$ cat src/rtl/alu_ctl_idex.sv
// alu_ctl_idex: ID/EX pipeline stage feeding the main ALU.
//
// Decodes the RV32I/RV64I opcode and funct fields into an ALU operation code
// and a shift select. It picks operands A and B and registers everything for
// the EX stage. It also registers the branch-resolution hints that are used
// with the ALU zero/less result.
//
// Ports:
//   i_clk, i_rst           clock (rising edge), asynchronous active-high reset
//   i_valid                ID holds a real instruction this cycle
//   i_stall, i_flush       hold the EX registers / replace them with a bubble
//   i_opcode, i_funct3,
//   i_funct7_5             instruction fields [6:0], [14:12], [30]
//   i_pc, i_rs1_data,
//   i_rs2_data, i_imm      W-bit operand sources
//   o_valid                EX holds a real instruction
//   o_op_a, o_op_b         ALU operands
//   o_alu_op, o_alu_shift  ALU control and shift-select codes
//   o_is_branch,
//   o_br_use_zero,
//   o_br_invert            branch-resolution hints
//   o_illegal              unsupported opcode/funct combination
module alu_ctl_idex #(
  parameter  int XLEN = 2,                 // width code: 1 = 32 bit, 2 = 64 bit
  localparam int W    = 1 << (XLEN + 4)
) (
  input  logic         i_clk,
  input  logic         i_rst,
  input  logic         i_valid,
  input  logic         i_stall,
  input  logic         i_flush,
  input  logic [6:0]   i_opcode,
  input  logic [2:0]   i_funct3,
  input  logic         i_funct7_5,
  input  logic [W-1:0] i_pc,
  input  logic [W-1:0] i_rs1_data,
  input  logic [W-1:0] i_rs2_data,
  input  logic [W-1:0] i_imm,
  output logic         o_valid,
  output logic [W-1:0] o_op_a,
  output logic [W-1:0] o_op_b,
  output logic [2:0]   o_alu_op,
  output logic [1:0]   o_alu_shift,
  output logic         o_is_branch,
  output logic         o_br_use_zero,
  output logic         o_br_invert,
  output logic         o_illegal
);

  localparam logic [2:0] ALU_CTL_ADD      = 3'd0;
  localparam logic [2:0] ALU_CTL_SUB      = 3'd1;
  localparam logic [2:0] ALU_CTL_LESS_SIG = 3'd2;
  localparam logic [2:0] ALU_CTL_LESS_UNS = 3'd3;
  localparam logic [2:0] ALU_CTL_XOR      = 3'd4;
  localparam logic [2:0] ALU_CTL_OR       = 3'd5;
  localparam logic [2:0] ALU_CTL_AND      = 3'd6;
  localparam logic [2:0] ALU_CTL_SHIFT    = 3'd7;

  localparam logic [1:0] ALU_SHIFT_SLL = 2'd0;
  localparam logic [1:0] ALU_SHIFT_SRL = 2'd1;
  localparam logic [1:0] ALU_SHIFT_SRA = 2'd2;

  localparam logic [6:0] OPC_OP     = 7'b0110011;
  localparam logic [6:0] OPC_OPIMM  = 7'b0010011;
  localparam logic [6:0] OPC_LUI    = 7'b0110111;
  localparam logic [6:0] OPC_AUIPC  = 7'b0010111;
  localparam logic [6:0] OPC_LOAD   = 7'b0000011;
  localparam logic [6:0] OPC_STORE  = 7'b0100011;
  localparam logic [6:0] OPC_BRANCH = 7'b1100011;
  localparam logic [6:0] OPC_JAL    = 7'b1101111;
  localparam logic [6:0] OPC_JALR   = 7'b1100111;

  typedef struct packed {
    logic         valid;
    logic [W-1:0] op_a;
    logic [W-1:0] op_b;
    logic [2:0]   alu_op;
    logic [1:0]   alu_shift;
    logic         is_branch;
    logic         br_use_zero;
    logic         br_invert;
    logic         illegal;
  } ex_t;

  function automatic ex_t bubble_f();
    ex_t b;
    b.valid       = 1'b0;
    b.op_a        = '0;
    b.op_b        = '0;
    b.alu_op      = ALU_CTL_ADD;
    b.alu_shift   = ALU_SHIFT_SLL;
    b.is_branch   = 1'b0;
    b.br_use_zero = 1'b0;
    b.br_invert   = 1'b0;
    b.illegal     = 1'b0;
    return b;
  endfunction

  ex_t dec;
  ex_t ex_d;
  ex_t ex_q;

  // ID: combinational decode of the current instruction
  always_comb begin
    dec       = bubble_f();
    dec.valid = 1'b1;
    unique case (i_opcode)
      OPC_OP, OPC_OPIMM: begin
        dec.op_a = i_rs1_data;
        dec.op_b = (i_opcode == OPC_OP) ? i_rs2_data : i_imm;
        unique case (i_funct3)
          // funct7_5 selects SUB only for register-register; ADDI has no SUBI.
          3'b000: dec.alu_op = (i_opcode == OPC_OP && i_funct7_5) ? ALU_CTL_SUB : ALU_CTL_ADD;
          3'b001: begin
            dec.alu_op  = ALU_CTL_SHIFT;
            dec.illegal = (i_opcode == OPC_OPIMM) && i_funct7_5;
          end
          3'b010: dec.alu_op = ALU_CTL_LESS_SIG;
          3'b011: dec.alu_op = ALU_CTL_LESS_UNS;
          3'b100: dec.alu_op = ALU_CTL_XOR;
          3'b101: begin
            dec.alu_op    = ALU_CTL_SHIFT;
            dec.alu_shift = i_funct7_5 ? ALU_SHIFT_SRA : ALU_SHIFT_SRL;
          end
          3'b110: dec.alu_op = ALU_CTL_OR;
          default: dec.alu_op = ALU_CTL_AND;
        endcase
      end
      OPC_LUI: dec.op_b = i_imm;
      OPC_AUIPC: begin
        dec.op_a = i_pc;
        dec.op_b = i_imm;
      end
      OPC_LOAD, OPC_STORE: begin
        dec.op_a = i_rs1_data;
        dec.op_b = i_imm;
      end
      OPC_BRANCH: begin
        dec.op_a      = i_rs1_data;
        dec.op_b      = i_rs2_data;
        dec.is_branch = 1'b1;
        dec.br_invert = i_funct3[0];
        unique case (i_funct3[2:1])
          2'b00: begin
            dec.alu_op      = ALU_CTL_SUB;
            dec.br_use_zero = 1'b1;
          end
          2'b10: dec.alu_op = ALU_CTL_LESS_SIG;
          2'b11: dec.alu_op = ALU_CTL_LESS_UNS;
          default: begin
            dec.illegal   = 1'b1;
            dec.br_invert = 1'b0;
          end
        endcase
      end
      // Link value pc + 4 is computed by the ALU itself.
      OPC_JAL, OPC_JALR: begin
        dec.op_a = i_pc;
        dec.op_b = W'(4);
      end
      default: dec.illegal = 1'b1;
    endcase
  end

  // Update priority: flush, then stall, then load decode or bubble.
  always_comb begin
    ex_d = ex_q;
    if (i_flush)       ex_d = bubble_f();
    else if (i_stall)  ex_d = ex_q;
    else if (i_valid)  ex_d = dec;
    else               ex_d = bubble_f();
  end

  // ID/EX boundary
  always_ff @(posedge i_clk or posedge i_rst) begin
    if (i_rst) ex_q <= bubble_f();
    else       ex_q <= ex_d;
  end

  assign o_valid       = ex_q.valid;
  assign o_op_a        = ex_q.op_a;
  assign o_op_b        = ex_q.op_b;
  assign o_alu_op      = ex_q.alu_op;
  assign o_alu_shift   = ex_q.alu_shift;
  assign o_is_branch   = ex_q.is_branch;
  assign o_br_use_zero = ex_q.br_use_zero;
  assign o_br_invert   = ex_q.br_invert;
  assign o_illegal     = ex_q.illegal;

endmodule

$ cat config.mk
export PLATFORM = sky130hd
export DESIGN_NAME = alu_ctl_idex
export DESIGN_NICKNAME = d
export VERILOG_FILES = /design/src/rtl/alu_ctl_idex.sv
export SDC_FILE = /design/constraint.sdc
export NUM_CORES = 1
export LEC_CHECK = 0
export ABC_AREA = 1
export CAP_MARGIN = 20
export CORE_MARGIN = 8
export CORE_UTILIZATION = 35
export DETAILED_ROUTE_END_ITERATION = 10
export GPL_TIMING_DRIVEN = 1
export PLACE_DENSITY = 0.75
export SYNTH_ARGS = -nofsm -noshare
export SYNTH_HDL_FRONTEND = slang
export SYNTH_SLANG_ARGS = --single-unit
$ cat constraint.sdc
create_clock -name i_clk -period 6.6 [get_ports i_clk]
set_clock_uncertainty 0.2 [all_clocks]
set_input_delay 1.32 -clock i_clk [delete_from_list [all_inputs] [get_ports i_clk]]
set_output_delay 1.32 -clock i_clk [all_outputs]
set_load 0.005 [all_outputs]
**Word level (Yosys, flattened, before mapping)**

Cells that the tools add are included.

- Bits in registers: 138
- Logic and storage cells: 57

- Equality and inequality tests: 18
- Mux-type cells: 18
- Reduce and logical (&&, ||, !) cells: 12

Operators by type and width:

| cell | count |
|---|---|
| $mux 138 | 3 |
| $pmux 64 s4 | 1 |
| $pmux 64 s2 | 1 |
| $mux 64 | 1 |
| $eq 7x6->1 const B | 3 |
| $eq 7x7->1 const B | 3 |
| $pmux 3 s6 | 1 |
| $eq 7x5->1 const B | 2 |
| $eq 3x3->1 const B | 3 |
| $mux 2 | 4 |
| $eq 7x2->1 const B | 1 |
| $eq 3x2->1 const B | 2 |
| $pmux 2 s3 | 1 |
| $pmux 3 s2 | 1 |
| $reduce_or 2->1 | 3 |
| $reduce_or 3->1 | 2 |
| $reduce_or 6->1 | 1 |
| $reduce_or 5->1 | 1 |
| $eq 2x2->1 const B | 2 |
| $reduce_or 4->1 | 1 |
| $eq 3x1->1 const B | 1 |
| $logic_not 3->1 | 1 |
| $mux 1 | 3 |
| $mux 3 | 1 |
| other kinds (4) | 5 |

**Longest topological paths before layout**

Gate-level depths: netlist of run 1.

- Depth in word-level cells: 8
- Mapped depth: 10

**Worst setup path before layout of run 1**

Ideal clock, no wire load.

- Path kind: input-to-reg
- From: in i_flush
- To: reg ex_q (netlist bit o_op_a[0])
- Setup time: 0.066 ns
- Arrival: 2.304 ns
- Path slack: 4.030 ns
- Stages: 5
- Path buffers: 2
- Cell sequence: nor3b_2 clkbuf_1 clkbuf_1 nand2_1 nand2_1

- Cells in the longest elaborated chain, start to end: 1

Ends and longest elaborated chain:

| element | line | text |
|---|---|---|
| start: declaration | 31 | `input logic i_flush,` |
| $ne 2x1->1 (no line) or $mux 138 (tied branches) | - |  |
| end signal: assignment | 176 | `if (i_rst) ex_q <= bubble_f();` |
| end: declaration | 101 | `ex_t ex_q;` |

Parallel ways exist; a longest one is shown, timed or not.
A chain may end at the register's enable or synchronous reset.

**Worst setup path after layout of run 1**

- From: in i_opcode[6]
- To: reg ex_q (netlist bit o_op_b[55])

- Cells in the longest elaborated chain, start to end: 6

Ends and longest elaborated chain:

| element | line | text |
|---|---|---|
| start: declaration | 32 | `input logic [6:0] i_opcode,` |
| $eq 7x2->1 (tied with other cells) | 107 | `unique case (i_opcode)` |
| $reduce_or 4->1 (no line) (tied with other cells) | - |  |
| $pmux 64 s4 * | 107 |  |
| $mux 138 * | 170 | `else if (i_valid) ex_d = dec;` |
| $mux 138 * | 169 | `else if (i_stall) ex_d = ex_q;` |
| $mux 138 * | 168 | `if (i_flush) ex_d = bubble_f();` |

Mark *: on every way between the ends. The rest lies on a longest branch, timed or not. The select of a mux whose other input is x is not followed.

==> results.sh, run 1 <==
export IMPL_synth_edf_count=0
export IMPL_synth_area_top_cells="dfrtp_1, nand2_1, buf_2"
export IMPL_wl_um=26800
export IMPL_dieArea_um2=24800
export IMPL_setup_violations_final=0
export IMPL_grt_max_degree=88
export IMPL_relSlewSlack_pct=46.8
export IMPL_syn_num_nets=1322
export IMPL_htree_levels=4
export IMPL_synth_simple_area_share_pct=44.3
export IMPL_synth_top_area_share_pct=49.2
export IMPL_p_sw_uw=468
export IMPL_via_per_inst=4.50
export IMPL_internal_power_uw=1610
export IMPL_die_h_um=158
export IMPL_cts_buffers=17
export IMPL_synth_area_um2=7020
export IMPL_path_delay_family="simple AND/OR/NAND/NOR gates"
export IMPL_worstHoldStart="o_op_a[14]"
export IMPL_power_density_nw_per_um2=174
export IMPL_drive_gt1_share_pct=3.32
export IMPL_path_cells="clkdlybuf4s50_1 -> nand2_1 -> nor2_1 -> nand2_1 -> nand3_1 -> nor2_1 -> nor2_4 -> buf_4 -> nand2_1 -> nand2_1"
export IMPL_cts_setup_buffers=0
export IMPL_yosys_area_share_adder_pct=0.713
export IMPL_cts_resized=0
export IMPL_num_vias=7713
export IMPL_ys_top_cells_by_count="nand2_1, dfrtp_1, buf_2"
export IMPL_clkTransAtPathRegs_ns=0.06
export IMPL_fin_crit_ns=3.58
export IMPL_routabilityCongestion=0.821
export IMPL_cp_startpoint="i_opcode[6]"
export IMPL_cp_arrival_ns=3.73
export IMPL_critPathCaptureType="flop"
export IMPL_start_kind="input port"
export IMPL_rrSetupSlack_ns=5.65
export IMPL_utilization_pct=59.7
export IMPL_wl_per_cell_um=15.6
export IMPL_grt_pass1_wl_um=40900
export IMPL_grt_usage_pct=21.1
export IMPL_cts_tree="done"
export IMPL_hold_buffers=0
export IMPL_status="finished, final reports clean"
export IMPL_synth_top_family_by_area="simple AND/OR/NAND/NOR gates"
export IMPL_antenna_found_initial=1
export IMPL_synth_seq_cells=138
export IMPL_max_vdd_ir_drop_uv=151
export IMPL_hold_path_class="reg2reg"
export IMPL_rsz0062_at_grt="false"
export IMPL_clock_latency_ns=0.41
export IMPL_slowest_stage="clkdlybuf4s50_1"
export IMPL_drt_pass1_iterations=5
export IMPL_r2r_start="o_alu_op[0]"
export IMPL_start_util_pct=35.1
export IMPL_die_width_um=158
export IMPL_area_delta_synth_final_pct=70.0
export IMPL_core_area_um2=20000
export IMPL_yosys_warnings=0
export IMPL_avgSynthCellArea_um2=6.71
export IMPL_route_detailed_drc=0
export IMPL_maxSlewViolCount=0
export IMPL_critical_path_class="in2reg"
export IMPL_worst_slew_pin_slew_ns=0.799
export IMPL_p_comb_share_pct=11.8
export IMPL_clockBufferDepth=2
export IMPL_io_buffers=409
export IMPL_leakagePower_uw=0.00615
export IMPL_yosys_area_top_type="dfrtp_1"
export IMPL_finalSetupTns_ns=0
export IMPL_seqPwrFrac_pct=40.9
export IMPL_nNetsFinal=1707
export IMPL_cp_data_required_time_ns=6.75
export IMPL_synth_distinct_cells=18
export IMPL_synth_most_common_cell="nand2_1"
export IMPL_rows=52
export IMPL_nFillCells=1856
export IMPL_synthCells=1046
export IMPL_cpMostUsedCell="nand2_1"
export IMPL_finalHoldViolations=0
export IMPL_async_reset_ff_share_pct=100
export IMPL_cap_violations=0
export IMPL_antenna_left=0
export IMPL_slowest_delay_ns=0.60
export IMPL_fmax_mhz=279
export IMPL_min_period_over_period_pct=54.3
export IMPL_synth_compound_area_share_pct=1.37
export IMPL_dp_hpwl_um=20700
export IMPL_synth_area_mux_share_pct=0
export IMPL_grt_pass1_vias=7636
export IMPL_worstPathMaxFanout=35
export IMPL_cts_sinks=138
export IMPL_first_iter_violations=453
export IMPL_io_pins=410
export IMPL_synthXorXnorAreaFrac_pct=0
export IMPL_grt_overflow=0
export IMPL_synth_flop_cell="dfrtp_1"
export IMPL_cts_root_buf="clkbuf_16"
export IMPL_path_buf_inv=2
export IMPL_clkPwrFrac_pct=47.3
export IMPL_ys_seq_area_share_pct=49.2
export IMPL_sw_frac_of_total_pct=22.5
[worst paths after layout]
path / cells past startpoint / end
max in group asynchronous: 3 / o_alu_shift[0]
setup reg to reg: 4 / o_alu_op[0]
min in group asynchronous: 2 / o_op_a[16]
setup / recovery: 10 / o_op_b[55]
hold reg to reg: 2 / o_op_a[14]
hold / removal: 2 / o_op_a[14]
[layout by cell type (no fill, tap or decap), types with 3 or more instances in the layout]
| cell type | n |
|---|---|
| ha_1 | 4 |
| clkinvlp_4 | 4 |
| nand2_1 | 793 |
| a21oi_1 | 3 |
| o21ai_0 | 6 |
| clkinv_4 | 3 |
| nand3_1 | 11 |
| buf_4 | 9 |
| inv_6 | 3 |
| clkdlybuf4s50_1 | 409 |
| dfrtp_1 | 138 |
| inv_1 | 16 |
| nor2_1 | 10 |
| bufinv_16 | 3 |
| clkbuf_16 | 17 |
[final cells by class]
| type | instances | area (µm²) | area share (%) |
|---|---|---|---|
| clock inverter | 13 | 169 | 1.42 |
| timing repair buffer | 418 | 4160 | 34.9 |
| antenna | 1 | 2.50 | 0.0210 |
| tap | 270 | 338 | 2.83 |
| inverter | 17 | 68.8 | 0.577 |
| clock buffer | 19 | 443 | 3.71 |
| sequential | 138 | 3450 | 28.9 |
| multi-input combinational | 839 | 3290 | 27.6 |
[kinds of logic (layout without fill, tap and decap cells)]
group,after synthesis,after routing
adder cells (fa/ha/maj),4,4
other,0,1
flip-flops,138,138
AND/OR/NAND/NOR,820,820
buffers and inverters,69,467
AO/OA/AOI/OAI,15,15
[flip-flops by register name, indices dropped and copies added (netlist names)]
register       cells
o_is_branch        1
o_op_b            64
o_alu_op           3
o_op_a            64
o_illegal          1
o_valid            1
o_br_invert        1
o_alu_shift        2
o_br_use_zero      1
[per-layer routing]
metal | GRT usage [%] | routed length, µm | vias to the layer above
li1 | - | - | 3910
met1 | 23.2 | 10300 | 3473
met2 | 36.2 | 13100 | 300
met3 | 9.25 | 2950 | 30
met4 | 6.57 | 455 | 0
met5 | 0 | 0 | -
[per-stage QoR]
stage	hold slack (ns)	power (µW)	instances	worst slack (ns)	instance area, µm²
after global placement	0.261	1110	1682	2.71	11300
final	0.277	2080	1715	3.02	11900
after CTS	0.280	2110	1714	3.04	11900
after global routing	0.291	2170	1715	2.82	11900
after floorplan	0.272	924	1046	1.38	7020
after detailed placement	0.264	1110	1682	2.58	11300
[power groups by stage]
stage	Combinational (µW)	Sequential, µW	Clock (µW)
2_1_floorplan	57.6	866	0
3_3_place_gp	248	866	0
3_5_place_dp	249	866	0
4_1_cts	250	850	1010
5_1_grt	267	850	1050
6_report	246	851	985
[worst register-to-register path, cell delays in order, from the launching register on]
cell and delay [ns]:
dfrtp_1 0.39, nand2_1 0.06, o21ai_0 0.08, inv_1 0.06
nand2_1 0.05
(Power assumes the default switching activity.)
==> run 2, diff against run 1 <==
==> constraint.sdc (replaced) <==
create_clock -name i_clk -period 3.3 [get_ports i_clk]
set_clock_uncertainty 0.2 [all_clocks]
set_input_delay 0.66 -clock i_clk [delete_from_list [all_inputs] [get_ports i_clk]]
set_output_delay 0.66 -clock i_clk [all_outputs]
set_load 0.005 [all_outputs]
==> results.sh, run 2 (synthesis gave the netlist of run 1 again) <==
export IMPL_cpMostUsedCell="nand2_1"
export IMPL_final_cell_mix="nand2_1, clkdlybuf4s50_1, dfrtp_1"
export IMPL_drive_gt1_share_pct=3.59
export IMPL_finalHoldViolations=0
export IMPL_via_per_inst=4.48
export IMPL_critical_path_class="in2reg"
export IMPL_holdWs_ns=0.277
export IMPL_cts_resized=0
export IMPL_hold_path_class="reg2reg"
export IMPL_finalSetupTns_ns=0
export IMPL_wl_met2_um=13200
export IMPL_n_antenna_cell=0
export IMPL_cp_startpoint="i_opcode[6]"
export IMPL_antenna_left=0
export IMPL_rows=52
export IMPL_htree_levels=4
export IMPL_top_layer_used="met4"
export IMPL_io_pins=410
export IMPL_r2r_start="o_alu_op[0]"
export IMPL_utilization_pct=60.5
export IMPL_relSlewSlack_pct=43.5
export IMPL_min_period_over_period_pct=69.2
export IMPL_clockBufferDepth=2
export IMPL_nNetsFinal=1712
export IMPL_path_delay_family="buffers and inverters"
export IMPL_core_area_um2=20000
export IMPL_status="finished, final reports clean"
export IMPL_area_delta_synth_final_pct=72.2
export IMPL_io_buffers=409
export IMPL_max_vdd_ir_drop_uv=317
export IMPL_wl_um=27200
export IMPL_hold_buffers=0
export IMPL_cap_violations=0
export IMPL_setup_violations_final=0
export IMPL_cp_data_required_time_ns=3.44
export IMPL_cts_setup_buffers=0
export IMPL_wl_per_cell_um=15.8
export IMPL_first_iter_violations=556
export IMPL_slowest_stage="clkdlybuf4s50_1"
export IMPL_worstPathMaxFanout=64
export IMPL_slowest_delay_ns=0.61
export IMPL_die_h_um=158
export IMPL_dieArea_um2=24800
export IMPL_routabilityCongestion=0.833
export IMPL_rsz0062_at_grt="false"
export IMPL_die_width_um=158
export IMPL_cts_tree="done"
export IMPL_wl_met1_um=10500
export IMPL_grt_usage_pct=21.7
export IMPL_maxSlewViolCount=0
export IMPL_leakagePower_uw=0.00621
export IMPL_start_util_pct=35.1
export IMPL_start_kind="input port"
export IMPL_path_buf_inv=2
export IMPL_route_detailed_drc=0
export IMPL_grt_pass1_wl_um=42100
export IMPL_fmax_mhz=438
export IMPL_grt_max_degree=73
export IMPL_cp_arrival_ns=2.43
export IMPL_worstHoldStart="o_op_b[14]"
export IMPL_critPathCaptureType="flop"
export IMPL_grt_pass1_vias=7867
export IMPL_cts_buffers=17
export IMPL_cts_root_buf="clkbuf_16"
export IMPL_antenna_found_initial=0
export IMPL_grt_overflow=0
export IMPL_wl_met3_um=2810
export IMPL_power_density_nw_per_um2=351
export IMPL_clkTransAtPathRegs_ns=0.06
export IMPL_fin_crit_ns=2.28
export IMPL_cts_sinks=138
export IMPL_worst_slew_pin_slew_ns=0.847
export IMPL_drt_pass1_iterations=5
export IMPL_path_cells="clkdlybuf4s50_1 -> nand3_1 -> a21oi_4 -> buf_12 -> nand2_1 -> nand2_1 -> nand2_1 -> nand2_1"
export IMPL_layout_commonest_cell="nand2_1"
export IMPL_clock_latency_ns=0.41
export IMPL_dp_hpwl_um=20900
export IMPL_num_vias=7702
[run 2: cell types whose count changed in the layout (fill, tap and decap cells not counted)]
cell / previous run / this run
diode_2: 1 / 0
clkinvlp_4: 4 / 2
clkbuf_1: 1 / 2
clkinv_2: 1 / 3
clkbuf_8: 1 / 2
buf_12: 0 / 8
buf_4: 9 / 6
bufinv_16: 3 / 4
inv_6: 3 / 0
[run 2: per-layer routing]
| metal | vias up | GRT usage, % |
|---|---|---|
| li1 | 3917 | - |
| met1 | 3436 | 24.0 |
| met2 | 314 | 37.2 |
| met3 | 35 | 9.31 |
| met4 | 0 | 6.57 |
| met5 | - | 0 |
[run 2: worst min-delay path, stage by stage, from the launching register on]
cell     delay (ns)
dfrtp_1        0.34
nand2_1        0.05
nand2_1        0.05
[run 2: area by class of cell]
cell class / instances / area, µm²
fillers: 1795 / 7890
repair buffers: 423 / 4300
flip-flops and latches: 138 / 3450
multi-input cells: 839 / 3290
clock buffers: 21 / 460
well taps: 270 / 338
clock inverters: 11 / 169
inverters: 17 / 67.6
[run 2: final timing paths]
kind,end,slack (ns),depth (start not counted)
setup / recovery,o_op_a[4],1.02,8
hold / removal,o_op_b[14],0.28,2
setup reg to reg,o_alu_op[0],2.39,4
hold reg to reg,o_op_b[14],0.28,2
max in group asynchronous,o_op_a[63],1.63,3
min in group asynchronous,o_op_b[32],0.52,3
[run 2: power breakdown]
part	internal (µW)	switching, µW
registers	1700	3.14
logic	324	181
clock network	1310	734
total	3330	918
[run 2: through the flow]
step	std cells	instance area, µm²	setup WS [ns]	total power [µW]
2_1_floorplan	1046	7020	0.719	1850
3_3_place_gp	1687	11500	0.665	2240
3_5_place_dp	1687	11500	0.630	2240
4_1_cts	1719	12100	1.04	4290
5_1_grt	1719	12100	0.919	4410
6_report	1719	12100	1.02	4250
==> run 3, diff against run 2 <==
==> constraint.sdc (replaced) <==
create_clock -name i_clk -period 2.3 [get_ports i_clk]
set_clock_uncertainty 0.2 [all_clocks]
set_input_delay 0.46 -clock i_clk [delete_from_list [all_inputs] [get_ports i_clk]]
set_output_delay 0.46 -clock i_clk [all_outputs]
set_load 0.005 [all_outputs]
==> results.sh, run 3 (synthesis gave the netlist of run 1 again) <==
export IMPL_status="finished, final reports clean"
export IMPL_grt_max_degree=95
export IMPL_start_util_pct=35.1
export IMPL_rows=52
export IMPL_io_buffers=409
export IMPL_path_depth=10
export IMPL_clockBufferDepth=2
export IMPL_cts_resized=0
export IMPL_cap_violations=0
export IMPL_cts_tree="done"
export IMPL_setup_violations_final=0
export IMPL_area_delta_synth_final_pct=75.3
export IMPL_grt_pass1_vias=7916
export IMPL_num_vias=7819
export IMPL_slowest_delay_ns=0.52
export IMPL_path_buf_inv=3
export IMPL_htree_levels=4
export IMPL_placed_area_um2=11700
export IMPL_wl_per_cell_um=15.9
export IMPL_core_area_um2=20000
export IMPL_grt_usage_pct=21.9
export IMPL_fin_crit_ns=2.03
export IMPL_critical_path_class="in2reg"
export IMPL_critPathCaptureType="flop"
export IMPL_drive_gt1_share_pct=5.10
export IMPL_power_density_nw_per_um2=485
export IMPL_path_cells="clkdlybuf4s50_1 -> nand2_1 -> inv_1 -> nand2_1 -> a21oi_4 -> buf_12 -> nand2_1 -> nand2_1 -> nand2_1 -> nand2_1"
export IMPL_die_width_um=158
export IMPL_grt_pass1_wl_um=42200
export IMPL_hold_buffers=0
export IMPL_first_iter_violations=327
export IMPL_cts_setup_buffers=0
export IMPL_routabilityCongestion=0.845
export IMPL_hold_path_class="reg2reg"
export IMPL_io_pins=410
export IMPL_leakagePower_uw=0.00632
export IMPL_finalHoldViolations=0
export IMPL_fin_area_um2=12300
export IMPL_nNetsFinal=1734
export IMPL_cp_data_required_time_ns=2.46
export IMPL_setup_slack_ns=0.274
export IMPL_cts_buffers=17
export IMPL_clkTransAtPathRegs_ns=0.06
export IMPL_antenna_found_initial=2
export IMPL_ff2ff_path_depth=4
export IMPL_die_h_um=158
export IMPL_nFillCells=1786
export IMPL_min_period_over_period_pct=88.1
export IMPL_cts_sinks=138
export IMPL_max_vdd_ir_drop_uv=493
export IMPL_dp_slack_ns=-0.154
export IMPL_worstPathMaxFanout=64
export IMPL_layout_commonest_cell="nand2_1"
export IMPL_drt_pass1_iterations=5
export IMPL_route_detailed_drc=0
export IMPL_relSlewSlack_pct=65.9
export IMPL_antenna_left=0
export IMPL_grt_overflow=0
export IMPL_clock_latency_ns=0.41
export IMPL_start_kind="input port"
export IMPL_fmax_mhz=494
export IMPL_final_cell_mix="nand2_1, clkdlybuf4s50_1, dfrtp_1"
export IMPL_dp_hpwl_um=21300
export IMPL_dieArea_um2=24800
export IMPL_hold_depth=2
export IMPL_rsz0062_at_grt="false"
export IMPL_worst_slew_pin_slew_ns=0.511
export IMPL_cp_arrival_ns=2.18
export IMPL_cpMostUsedCell="nand2_1"
export IMPL_slowest_stage="clkdlybuf4s50_1"
export IMPL_cts_root_buf="clkbuf_16"
export IMPL_via_per_inst=4.49
export IMPL_path_delay_family="buffers and inverters"
export IMPL_maxSlewViolCount=0
export IMPL_wl_um=27700
==> run 3: cell count changes in the layout (fill, tap and decap cells not counted), moves of 3 or more <==
cell / before / now
buf_12: 8 / 15
clkinv_4: 3 / 0
clkinvlp_4: 2 / 6
inv_6: 0 / 4
buf_4: 6 / 21
==> run 3: worst register-to-register path: cells and delay by family (launching register included) <==
family,cells,cell delay [ns]
AOI/OAI and AO/OA,1,0.07
buffers and inverters,1,0.05
and+or+nand+nor,2,0.11
DFF,1,0.38
==> run 3: metrics by stage <==
step	TNS (ns)	power [µW]	hold WS, ns	utilization, %	instances
finish	0	5970	0.275	61.6	1742
global route	0	6200	0.286	61.6	1742
CTS	0	6040	0.280	61.6	1741
detailed placement	-13.85	3260	0.264	58.6	1709
global placement	-12.76	3260	0.261	58.6	1709
floorplan	-11.19	2650	0.272	-	1046
==> run 3: path summary, 6_finish.rpt <==
check | from | end | slack (ns)
max reg2reg | o_alu_op[0] | o_alu_op[0] | 1.38
max | i_opcode[1] | o_op_a[18] | 0.27
max in group asynchronous | i_rst | o_op_a[36] | 1.14
min | o_op_a[6] | o_op_a[6] | 0.28
min in group asynchronous | i_rst | o_br_use_zero | 0.29
min reg2reg | o_op_a[6] | o_op_a[6] | 0.28
==> run 3: area by class of cell <==
cell class,count,area (µm²),share of cell area [%]
clock inverters,12,138,1.12
multi-input cells,839,3290,26.8
inverters,17,67.6,0.549
clock buffers,20,457,3.71
flip-flops and latches,138,3450,28.1
diodes,1,2.50,0.0203
well taps,270,338,2.75
repair buffers,445,4550,37.0
==> run 3: where the power goes <==
part	switching [µW]	internal, µW	leakage [µW]
clock	1090	1670	0.000276
sequential	4.64	2440	0.00193
combinational	274	495	0.00411
total	1370	4600	0.00632
==> run 3: per-layer routing <==
| metal | up-vias | routed length [µm] | share of wire [%] | GRT usage [%] |
|---|---|---|---|---|
| li1 | 3962 | - | - | - |
| met1 | 3477 | 10600 | 38 | 24.1 |
| met2 | 332 | 13600 | 49 | 38.0 |
| met3 | 46 | 2730 | 9.8 | 8.44 |
| met4 | 2 | 768 | 2.8 | 7.84 |
| met5 | - | 13 | 0.047 | 0 |
